[config.mk]
export PLATFORM = sky130hd
export DESIGN_NAME = nibble_serial_adder
export DESIGN_NICKNAME = d
export VERILOG_FILES = /design/src/rtl/adder_pkg.sv /design/src/rtl/rca_4bit.sv /design/src/rtl/nibble_serial_adder.sv
export SDC_FILE = /design/constraint.sdc
export NUM_CORES = 1
export LEC_CHECK = 0
export BUFFER_PORTS_ARGS = -buffer_cell sky130_fd_sc_hd__buf_2
export CORE_MARGIN = 8
export CORE_UTILIZATION = 48
export DETAILED_ROUTE_END_ITERATION = 6
export PLACE_DENSITY = 0.75
export SLEW_MARGIN = 25
export SYNTH_ARGS = -nofsm -noshare
export SYNTH_HDL_FRONTEND = slang
export SYNTH_SLANG_ARGS = --single-unit
[constraint.sdc]
create_clock -name clk -period 1.75 [get_ports clk]
set_input_delay 0.35 -clock clk [delete_from_list [all_inputs] [get_ports clk]]
set_output_delay 0.35 -clock clk [all_outputs]
set_load 0.01 [all_outputs]
[src/rtl/adder_pkg.sv]
// adder_pkg: shared state encoding and nibble width for the serial adder
package adder_pkg;
  typedef enum logic [1:0] {
    ST_IDLE = 2'd0,
    ST_RUN  = 2'd1,
    ST_DONE = 2'd2
  } state_t;
  localparam int NIBBLE = 4;
endpackage

[src/rtl/rca_4bit.sv]
// rca_4bit: 4-bit ripple adder; a, b, carry_start in -> sum, carry out
module rca_4bit
  import adder_pkg::*;
(
  input  logic [NIBBLE-1:0] a,
  input  logic [NIBBLE-1:0] b,
  input  logic              carry_start,
  output logic [NIBBLE-1:0] sum,
  output logic              carry
);
  assign {carry, sum} = (NIBBLE+1)'(a) + (NIBBLE+1)'(b) + (NIBBLE+1)'(carry_start);
endmodule

[src/rtl/nibble_serial_adder.sv]
// nibble_serial_adder: WIDTH-bit add one nibble per clock via rca_4bit; in: in_valid/a/b/c_in, out_ready; out: in_ready, out_valid/sum/c_out/zero
module nibble_serial_adder
  import adder_pkg::*;
#(
  parameter int WIDTH = 16
) (
  input  logic             clk,
  input  logic             rst,
  input  logic             in_valid,
  output logic             in_ready,
  input  logic [WIDTH-1:0] a,
  input  logic [WIDTH-1:0] b,
  input  logic             c_in,
  output logic             out_valid,
  input  logic             out_ready,
  output logic [WIDTH-1:0] sum,
  output logic             c_out,
  output logic             zero
);
  localparam int N  = WIDTH / NIBBLE;
  localparam int CW = N > 1 ? $clog2(N) : 1;
  state_t            state_q, state_d;
  logic [WIDTH-1:0]  a_q, a_d, b_q, b_d, res_q, res_d;
  logic              carry_q, carry_d, rca_c;
  logic [CW-1:0]     cnt_q, cnt_d;
  logic [NIBBLE-1:0] rca_s;
  rca_4bit u_rca (
    .a(a_q[NIBBLE-1:0]),
    .b(b_q[NIBBLE-1:0]),
    .carry_start(carry_q),
    .sum(rca_s),
    .carry(rca_c)
  );
  always_comb begin
    state_d = state_q;
    a_d     = a_q;
    b_d     = b_q;
    res_d   = res_q;
    carry_d = carry_q;
    cnt_d   = cnt_q;
    if (state_q == ST_IDLE && in_valid) begin
      state_d = ST_RUN;
      a_d     = a;
      b_d     = b;
      carry_d = c_in;
      cnt_d   = '0;
    end
    if (state_q == ST_RUN) begin
      a_d     = a_q >> NIBBLE;
      b_d     = b_q >> NIBBLE;
      res_d   = (res_q >> NIBBLE) | (WIDTH'(rca_s) << (WIDTH - NIBBLE));
      carry_d = rca_c;
      cnt_d   = cnt_q + 1'b1;
      state_d = cnt_q == CW'(N - 1) ? ST_DONE : ST_RUN;
    end
    if (state_q == ST_DONE && out_ready) state_d = ST_IDLE;
  end
  always_ff @(posedge clk or posedge rst) begin
    if (rst) begin
      state_q <= ST_IDLE;
      a_q     <= '0;
      b_q     <= '0;
      res_q   <= '0;
      carry_q <= 1'b0;
      cnt_q   <= '0;
    end else begin
      state_q <= state_d;
      a_q     <= a_d;
      b_q     <= b_d;
      res_q   <= res_d;
      carry_q <= carry_d;
      cnt_q   <= cnt_d;
    end
  end
  assign in_ready  = state_q == ST_IDLE;
  assign out_valid = state_q == ST_DONE;
  assign sum       = res_q;
  assign c_out     = carry_q;
  assign zero      = out_valid && res_q == '0;
endmodule

== After elaboration in Yosys (flattened, before gate mapping) ==
Index checks and enable logic that the tools add are counted.
Word-level totals
  input bits: 37
  memory bits (writable): 0
  word-level logic and storage cells: 32
  memory bits (read-only): 0
  memories: 0
  output and inout port bits: 20
  bits in registers: 53
  bits in latches: 0
Operators by class
  reduce and logical (&&, ||, !) cells: 7
  multiply operators: 0
  $lt $le $gt $ge: 0
  equal/unequal tests: 3
  shift-type cells: 0
  bitwise gates (word level): 1
  muxes and demuxes: 12
  div/mod/pow operators: 0
  add/subtract/negate cells: 3
Operator list (number)
  $mux 16: 4
  $logic_not 16->1: 1
  $or 12x16->16: 1
  $mux 2: 6
  $add 4x4->5: 1
  $add 5x1->5: 1
  $eq 2x2->1 const B: 2
  $logic_and 1x1->1: 3
  $reduce_bool 3->1: 1
  $add 2x1->2 const B: 1
  $eq 2x1->1 const B: 1
  $logic_not 2->1: 1
  $mux 1: 2
  $reduce_bool 2->1: 1

== Depth between registers and ports, before layout ==
Gate-level depths: netlist of run 1.
  word-level depth: 5
  depth in mapped cells: 5

== Cells and area by module ==
From an unflattened synthesis of run 1, not the netlist that was laid out.
Unflattened totals
  cells, all modules: 249
  area total of the unflattened synthesis: 2693.8 µm²
Modules (own cells, without submodules)
  nibble_serial_adder: instances 1, cells each 233, area an instance 2549.9 µm²
  rca_4bit: instances 1, cells each 16, area an instance 143.9 µm²

== Worst setup path after synthesis of run 1 ==
Ideal clock, no wire load.
  kind: register to register
  start point: register carry_q (netlist: c_out)
  end point: register carry_q (netlist: c_out)
  setup slack: -0.109 ns
  clock period less this slack: 1.859 ns
  stages on the path, launching flop included: 6
  buffers on the path: 0
  library setup time: 0.137 ns
  data arrival time: 1.722 ns
  cell sequence: dfrtp_1 > fa_1 > fa_1 > a21o_1 > a211oi_1 > a21oi_1
On the way
  cells in the longest elaborated chain, start to end: 2
Ends and longest elaborated chain
  from (decl): line nibble_serial_adder.sv:24  | logic carry_q, carry_d, rca_c;
  from (signal assigned): line nibble_serial_adder.sv:71  | carry_q <= carry_d;
  $add 5x1->5: line rca_4bit.sv:11  | assign {carry, sum} = (NIBBLE+1)'(a) + (NIBBLE+1)'(b) + (NIBBLE+1)'(carry_start);
  $mux 1: line nibble_serial_adder.sv:48  | if (state_q == ST_RUN) begin
No other way between the ends.
A chain may end at the register's enable or synchronous reset.

== Worst setup path in the final report of run 1 ==
  start point: register res_q[12] (netlist: sum[12])
  end point: output zero
On the way
  cells in the longest elaborated chain, start to end: 2
Ends and longest elaborated chain
  from (decl): line nibble_serial_adder.sv:23  | logic [WIDTH-1:0] a_q, a_d, b_q, b_d, res_q, res_d;
  from (signal assigned): line nibble_serial_adder.sv:70  | res_q <= res_d;
  $logic_not 16->1: line nibble_serial_adder.sv:79  | assign zero = out_valid && res_q == '0;
  $logic_and 1x1->1: line nibble_serial_adder.sv:79
  to (decl): line nibble_serial_adder.sv:18  | output logic zero
No other way between the ends.

==> flow_metrics.tcl, run 1 <==
set metrics [dict create \
    arrival_ns 1.36 \
    syn_area_mm2 0.00247 \
    hold_class "in2async" \
    layout.area.seq_mm2 0.00133 \
    core_mm2 0.00504 \
    grt_pass1_vias 1920 \
    combPwrFrac_pct 39.3 \
    min_period_ns 1.71 \
    ys_ff_latch 53 \
    ff2ff_setup_slack_ns 0.06 \
    synth_compound_area_share_pct 9.81 \
    cts_sinks 53 \
    crit_path_start "sum[12]" \
    drt_iter0_markers 92 \
    fin_nets 351 \
    maxCapViolations 0 \
    syn_avg_cell_area_um2 9.90 \
    die_h_um 87.8 \
    io_buffers 56 \
    htreeDepth 2 \
    yosys.area.top_type "dfrtp_1" \
    setup_tns_ns 0 \
    synth_most_common_cell "nand2_1" \
    worstSetupPathType "reg2out" \
    finalNonFillerCells 378 \
    muxShareOfSynthArea_pct 10.1 \
    synth_top_family_by_area "simple AND/OR/NAND/NOR gates" \
    synth_xor_area_share_pct 0.354 \
    synth_edf_count 0 \
    worstPathRequired_ns 1.40 \
    fillers 439 \
    yosys_warnings 0 \
    irDropWorstVdd_mv 0.638 \
    clockBufferDepth 2 \
    yosysUniqueCellTypes 28 \
    synth_adder_area_share_pct 3.64 \
    placed_cells 369 \
    crit_path_start_kind "flop" \
    synth-async-reset-ratio_pct 100 \
    dieArea_mm2 0.00771 \
    relSlewSlack_pct 73.1 \
    p_per_area_mw_per_mm2 1560 \
    p_switching_mw 1.82 \
    crit_path_max_fanout 4 \
    rows 26 \
    wl_per_cell_um 13.9 \
    r2r-end "c_out" \
    p_leak_nw 1.41 \
    syn_inst 250 \
    grt.met3_usage_pct 4.60 \
    finalCritPeriodShare_pct 97.6 \
    fmax_ghz 0.585 \
    internal_power_mw 2.83 \
    cts-root-buf "clkbuf_8" \
    synth_ff_type "dfrtp_1" \
    grt_pass1_wl_um 8800 \
    grt_overflow 0 \
    antenna_cells 0 \
    pin_count 57 \
    tightestPinTransition_ns 0.399 \
    drt_wl_total_um 5250 \
    yosysTopAreaCellShare_pct 53.6 \
    grt_most_used_layer "met2" \
    synth.area.top_cells "dfrtp_1 (54%), nand2_1 (13%), mux2i_1 (10%)" \
    syn_to_final_growth_pct 20.1 \
    die-width_um 87.8 \
    r2r-start "b_q[0]" \
    synth_nets 293 \
    path_clk_slew_ns 0.09 \
    r2r_cells 5 \
    finalHoldViolCount 0 \
    crit_path_end "zero" \
    ys_seq_area_share_pct 53.6 \
    vias 1919 \
    ant_nets 0 \
    maxSlewViolCount 0 \
    endpoint_kind "output pin" \
    via_per_inst 5.08 \
    antenna_found_initial 0 \
    drc 0 \
    final-setup-viol-count 0 \
    drive_gt1_share_pct 27.3 \
    synthSimpleGateAreaFrac_pct 17.3 \
    seqPwrFrac_pct 45.8 \
    skew_ns 0.00471 \
    synth_common_cells "nand2_1 (87), dfrtp_1 (53), mux2i_1 (25), o21ai_1 (21), o21ai_0 (16)" \
    clk-insertion-delay-late_ns 0.30 \
    groute.usage.overall_pct 14.4 \
    cts_tree "yes" \
    grtUsageMet1_pct 17.8 \
    first_pass_iters 4 \
    rsz0062_at_grt "yes" \
    clockPowerShare_pct 14.8 \
    start_util_pct 49.1 \
    place_hpwl_um 3700 \
    status "finished, final reports clean" \
    grt_max_degree 65 \
    gp_congestion 0.724 \
    multi_input_area_mm2 0.00106 \
    sw_frac_of_total_pct 39.1 \
    cts-buffers-inserted 5 \
    holdBufCountCts 0 \
    met2_usage_pct 22.9 \
]
==> what timing repair did <==
action                     4_1_cts  5_1_grt
pin swaps                        3        6
hold endpoints to repair         0        0
setup buffers                    1        1
resized for setup                1        4
setup endpoints to repair        1        3
==> worst min-delay path by stage <==
stage / to / cells after the start
after floorplan: state_q[1] / 1
after global placement: state_q[0] / 3
after detailed placement: cnt_q[1] / 3
after CTS: cnt_q[1] / 3
after global routing: cnt_q[1] / 3
final: cnt_q[1] / 3
==> metal layers <==
| layer | routed length, um | vias to the layer above |
|---|---|---|
| li1 | - | 958 |
| met1 | 2360 | 909 |
| met2 | 2500 | 41 |
| met3 | 296 | 11 |
| met4 | 88 | 0 |
| met5 | 0 | - |
==> cells in the final DEF, fill, tap and decap left out, types with 2 or more instances in the layout <==
cell | netlist | final
buf_12 | 2 | 3
a21oi_1 | 4 | 4
nand2_1 | 87 | 87
nor4_2 | 0 | 3
clkbuf_8 | 0 | 6
dfrtp_1 | 53 | 52
o21ai_0 | 16 | 16
inv_1 | 3 | 2
mux2i_1 | 25 | 25
ha_1 | 4 | 4
nor2_1 | 2 | 2
buf_4 | 0 | 7
fa_2 | 0 | 2
o21ai_1 | 21 | 21
nor4bb_1 | 2 | 2
buf_2 | 9 | 56
==> layout make-up <==
cell class	instances	share of cell area (%)
Sequential cell	53	44.7
Multi-Input combinational cell	179	35.8
Timing Repair Buffer	66	13.2
Tap cell	70	2.95
Clock buffer	6	2.78
Inverter	3	0.379
Clock inverter	1	0.253
==> through the flow <==
step / hold WS (ns) / worst slack (ns) / utilization, % / power [mW] / cell area [um2]
2_1_floorplan: 0.446 / 0.0493 / - / 3.30 / 2480
3_3_place_gp: 0.418 / 0.0281 / 56.4 / 3.84 / 2840
3_5_place_dp: 0.421 / 0.00552 / 56.4 / 3.93 / 2840
4_1_cts: 0.0865 / 0.00613 / 58.4 / 4.66 / 2950
5_1_grt: 0.0923 / -0.0611 / 59.0 / 5.06 / 2970
6_report: 0.0732 / 0.0418 / 59.0 / 4.65 / 2970
==> cells by family (layout without fill, tap and decap cells) <==
| group | count (synthesis) | after routing |
|---|---|---|
| DFF | 53 | 53 |
| and+or+nand+nor | 102 | 102 |
| muxes | 25 | 25 |
| adders and majority gates | 6 | 6 |
| AOI/OAI and AO/OA | 45 | 45 |
| buffers and inverters | 18 | 76 |
| xor gates and xnor gates | 1 | 1 |
==> registers in the layout (all words and copies together) (netlist names) <==
name / cells
a_q: 16
b_q: 16
sum: 16
cnt_q: 2
state_q: 2
c_out: 1
==> power groups by stage <==
stage          Clock, mW  Combinational [mW]  Sequential, mW
6_report           0.689                1.83            2.13
5_1_grt            0.767                2.08            2.21
2_1_floorplan          0                1.19            2.11
3_5_place_dp           0                1.79            2.14
4_1_cts            0.721                1.81            2.12
3_3_place_gp           0                1.72            2.13
==> worst max-delay path, cell delays in order (launching register included) <==
cell and delay [ns]:
dfrtp_1 0.44, nor4_1 0.28, nand3_1 0.12, nor2_1 0.09, buf_2 0.13
(Power assumes the default switching activity.)
==> run 2, diff against run 1 <==
--- a/config.mk
+++ b/config.mk
@@ -7,10 +7,11 @@
 export LEC_CHECK = 0
 export BUFFER_PORTS_ARGS = -buffer_cell sky130_fd_sc_hd__buf_2
 export CORE_MARGIN = 8
-export CORE_UTILIZATION = 48
+export CORE_UTILIZATION = 49
 export DETAILED_ROUTE_END_ITERATION = 6
-export PLACE_DENSITY = 0.75
+export PLACE_DENSITY = 0.76
 export SLEW_MARGIN = 25
 export SYNTH_ARGS = -nofsm -noshare
 export SYNTH_HDL_FRONTEND = slang
+export SYNTH_HIERARCHICAL = 1
 export SYNTH_SLANG_ARGS = --single-unit
==> run 2 against run 1 <==
Die area increased by 5.4%. Critical path depth unchanged. Global-route usage increased by 0.98 points. Flip-flop and latch count unchanged. Critical path type unchanged. Highest routed layer unchanged.
==> flow_metrics.tcl, run 2 <==
set metrics [dict create \
    via_per_inst 5.46 \
    synth.area.top_cells "dfrtp_1 (49%), mux2_4 (7.2%), a22oi_1 (6.7%)" \
    worstPathRequired_ns 1.40 \
    final_common_cell "buf_2" \
    cts-root-buf "clkbuf_8" \
    drt_iter0_markers 113 \
    fin_ws_ns 0.0324 \
    utilization_pct 59.8 \
    syn_to_final_growth_pct 19.9 \
    gp_congestion 0.843 \
    finalCritPeriodShare_pct 98.1 \
    synth_nets 292 \
    htreeDepth 2 \
    first_pass_iters 4 \
    crit_cells 4 \
    grt_pass1_wl_um 10600 \
    cp.buffers_inverters 1 \
    total_power_mw 5.29 \
    pin_count 57 \
    dpl_cell_area_mm2 0.00308 \
    r2r_cells 8 \
    holdWs_ns 0.0299 \
    p_per_area_mw_per_mm2 1640 \
    die_h_um 90.1 \
    groute.usage.overall_pct 15.4 \
    yosys_warnings 6 \
    r2r-start "c_out" \
    core_mm2 0.00541 \
    design_area_mm2 0.00323 \
    antenna_cells 0 \
    final-setup-viol-count 0 \
    cts-buffers-inserted 5 \
    die-width_um 90.1 \
    yosysTopAreaCellShare_pct 49.2 \
    maxSlewViolCount 0 \
    clockBufferDepth 2 \
    synth-async-reset-ratio_pct 100 \
    yosysUniqueCellTypes 29 \
    arrival_ns 1.37 \
    synth_ff_type "dfrtp_1" \
    place_ws_ns -0.0419 \
    crit_path_max_fanout 4 \
    io_buffers 56 \
    rows 27 \
    setup_tns_ns 0 \
    endpoint_kind "output pin" \
    min_period_ns 1.72 \
    ys_seq_area_share_pct 49.2 \
    crit_chain "nor4_2 > nand3_1 > nor2_1 > buf_2" \
    crit_path_start_kind "flop" \
    syn_inst 249 \
    relSlewSlack_pct 71.9 \
    worstSetupPathType "reg2out" \
    synth_edf_count 0 \
    grt_pass1_vias 2197 \
    placed_cells 372 \
    drc 0 \
    grt_max_degree 36 \
    antenna_found_initial 0 \
    hold_class "in2async" \
    slowest_delay_ns 0.43 \
    p_leak_nw 1.51 \
    place_hpwl_um 4350 \
    r2r-end "c_out" \
    ff2ff_setup_slack_ns 0.10 \
    critical-path-top-delay-family "simple AND/OR/NAND/NOR gates" \
    layout_common_cells "buf_2 (56), dfrtp_1 (52), a21oi_1 (31)" \
    crit_path_start "sum[6]" \
    vias 2104 \
    fmax_ghz 0.582 \
    start_util_pct 49.8 \
    status "finished, final reports clean" \
    synth_common_cells "dfrtp_1 (53), a21oi_1 (31), o21ai_0 (28), a22oi_1 (24), nor2b_1 (23)" \
    grt_overflow 0 \
    wl_per_cell_um 16.2 \
    ys_ff_latch 53 \
    fillers 480 \
    finalNonFillerCells 385 \
    cpMaxStageDelayCell "dfrtp_1" \
    rsz0062_at_grt "yes" \
    syn_area_mm2 0.00269 \
    skew_ns 0.00540 \
    irDropWorstVdd_mv 0.779 \
    holdBufCountCts 0 \
    fin_nets 355 \
    ant_nets 0 \
    yosys.area.top_type "dfrtp_1" \
    drive_gt1_share_pct 36.1 \
    cts_tree "yes" \
    path_clk_slew_ns 0.09 \
    cts_sinks 53 \
    drt_wl_total_um 6250 \
    crit_path_end "zero" \
    tightestPinTransition_ns 0.422 \
    maxCapViolations 0 \
    dieArea_mm2 0.00813 \
    clk-insertion-delay-late_ns 0.30 \
    syn_avg_cell_area_um2 10.8 \
    synth_most_common_cell "dfrtp_1" \
    finalHoldViolCount 0 \
]
## run 2: cell count changes in the layout (fill, tap and decap cells not counted), sizes merged, moves of 4 or more
cell | previous run | this run
nand2 | 87 | 7
a21oi | 4 | 32
mux2i | 25 | 0
a22oi | 0 | 24
nor2b | 2 | 25
mux2 | 0 | 17
and2b | 0 | 9
buf | 66 | 75
a22o | 0 | 4
o21ai | 37 | 33
## run 2: cell type report
cell class	instances	area, um2	area share (%)
flip-flops and latches	53	1330	41.1
multi-input cells	171	1260	39.0
repair buffers	75	448	13.9
well taps	72	90.1	2.79
clock buffers	6	72.6	2.25
inverters	6	22.5	0.697
clock inverters	2	10.0	0.310
## run 2: worst min path at each step
stage	start	end	slack, ns	depth (start not counted)
after floorplan	out_ready	state_q[1]	0.45	1
after global placement	rst	sum[12]	0.37	2
after detailed placement	rst	sum[4]	0.37	2
after CTS	rst	a_q[5]	0.03	2
after global routing	rst	a_q[5]	0.05	2
final	rst	sum[4]	0.03	2
## run 2: power by group
| part | switching [mW] | leakage [nW] | internal [mW] |
|---|---|---|---|
| Combinational | 1.08 | 0.792 | 1.32 |
| Sequential | 0.495 | 0.670 | 1.74 |
| Clock | 0.388 | 0.0450 | 0.278 |
## run 2: timing repair
item                       in CTS  in global routing
resized for setup               1                 10
setup endpoints to repair       1                  3
pin swaps                       0                  1
setup buffers                   1                  4
## run 2: logic make-up (layout without fill, tap and decap cells)
kind of cell	count (synthesis)	after routing	synth area share (%)
AOI/OAI and AO/OA	95	95	20.9
xor gates and xnor gates	2	2	0.650
adders and majority gates	6	6	3.34
buffers and inverters	25	89	5.39
DFF	53	53	49.2
muxes	17	17	8.92
and+or+nand+nor	51	51	11.6
## run 2: layer usage
metal / global-route usage [%] / part of all wire (%)
met2: 25.3 / 49
met1: 19.0 / 44
met3: 4.90 / 5.2
met4: 4.16 / 1.0
met5: 0 / 0
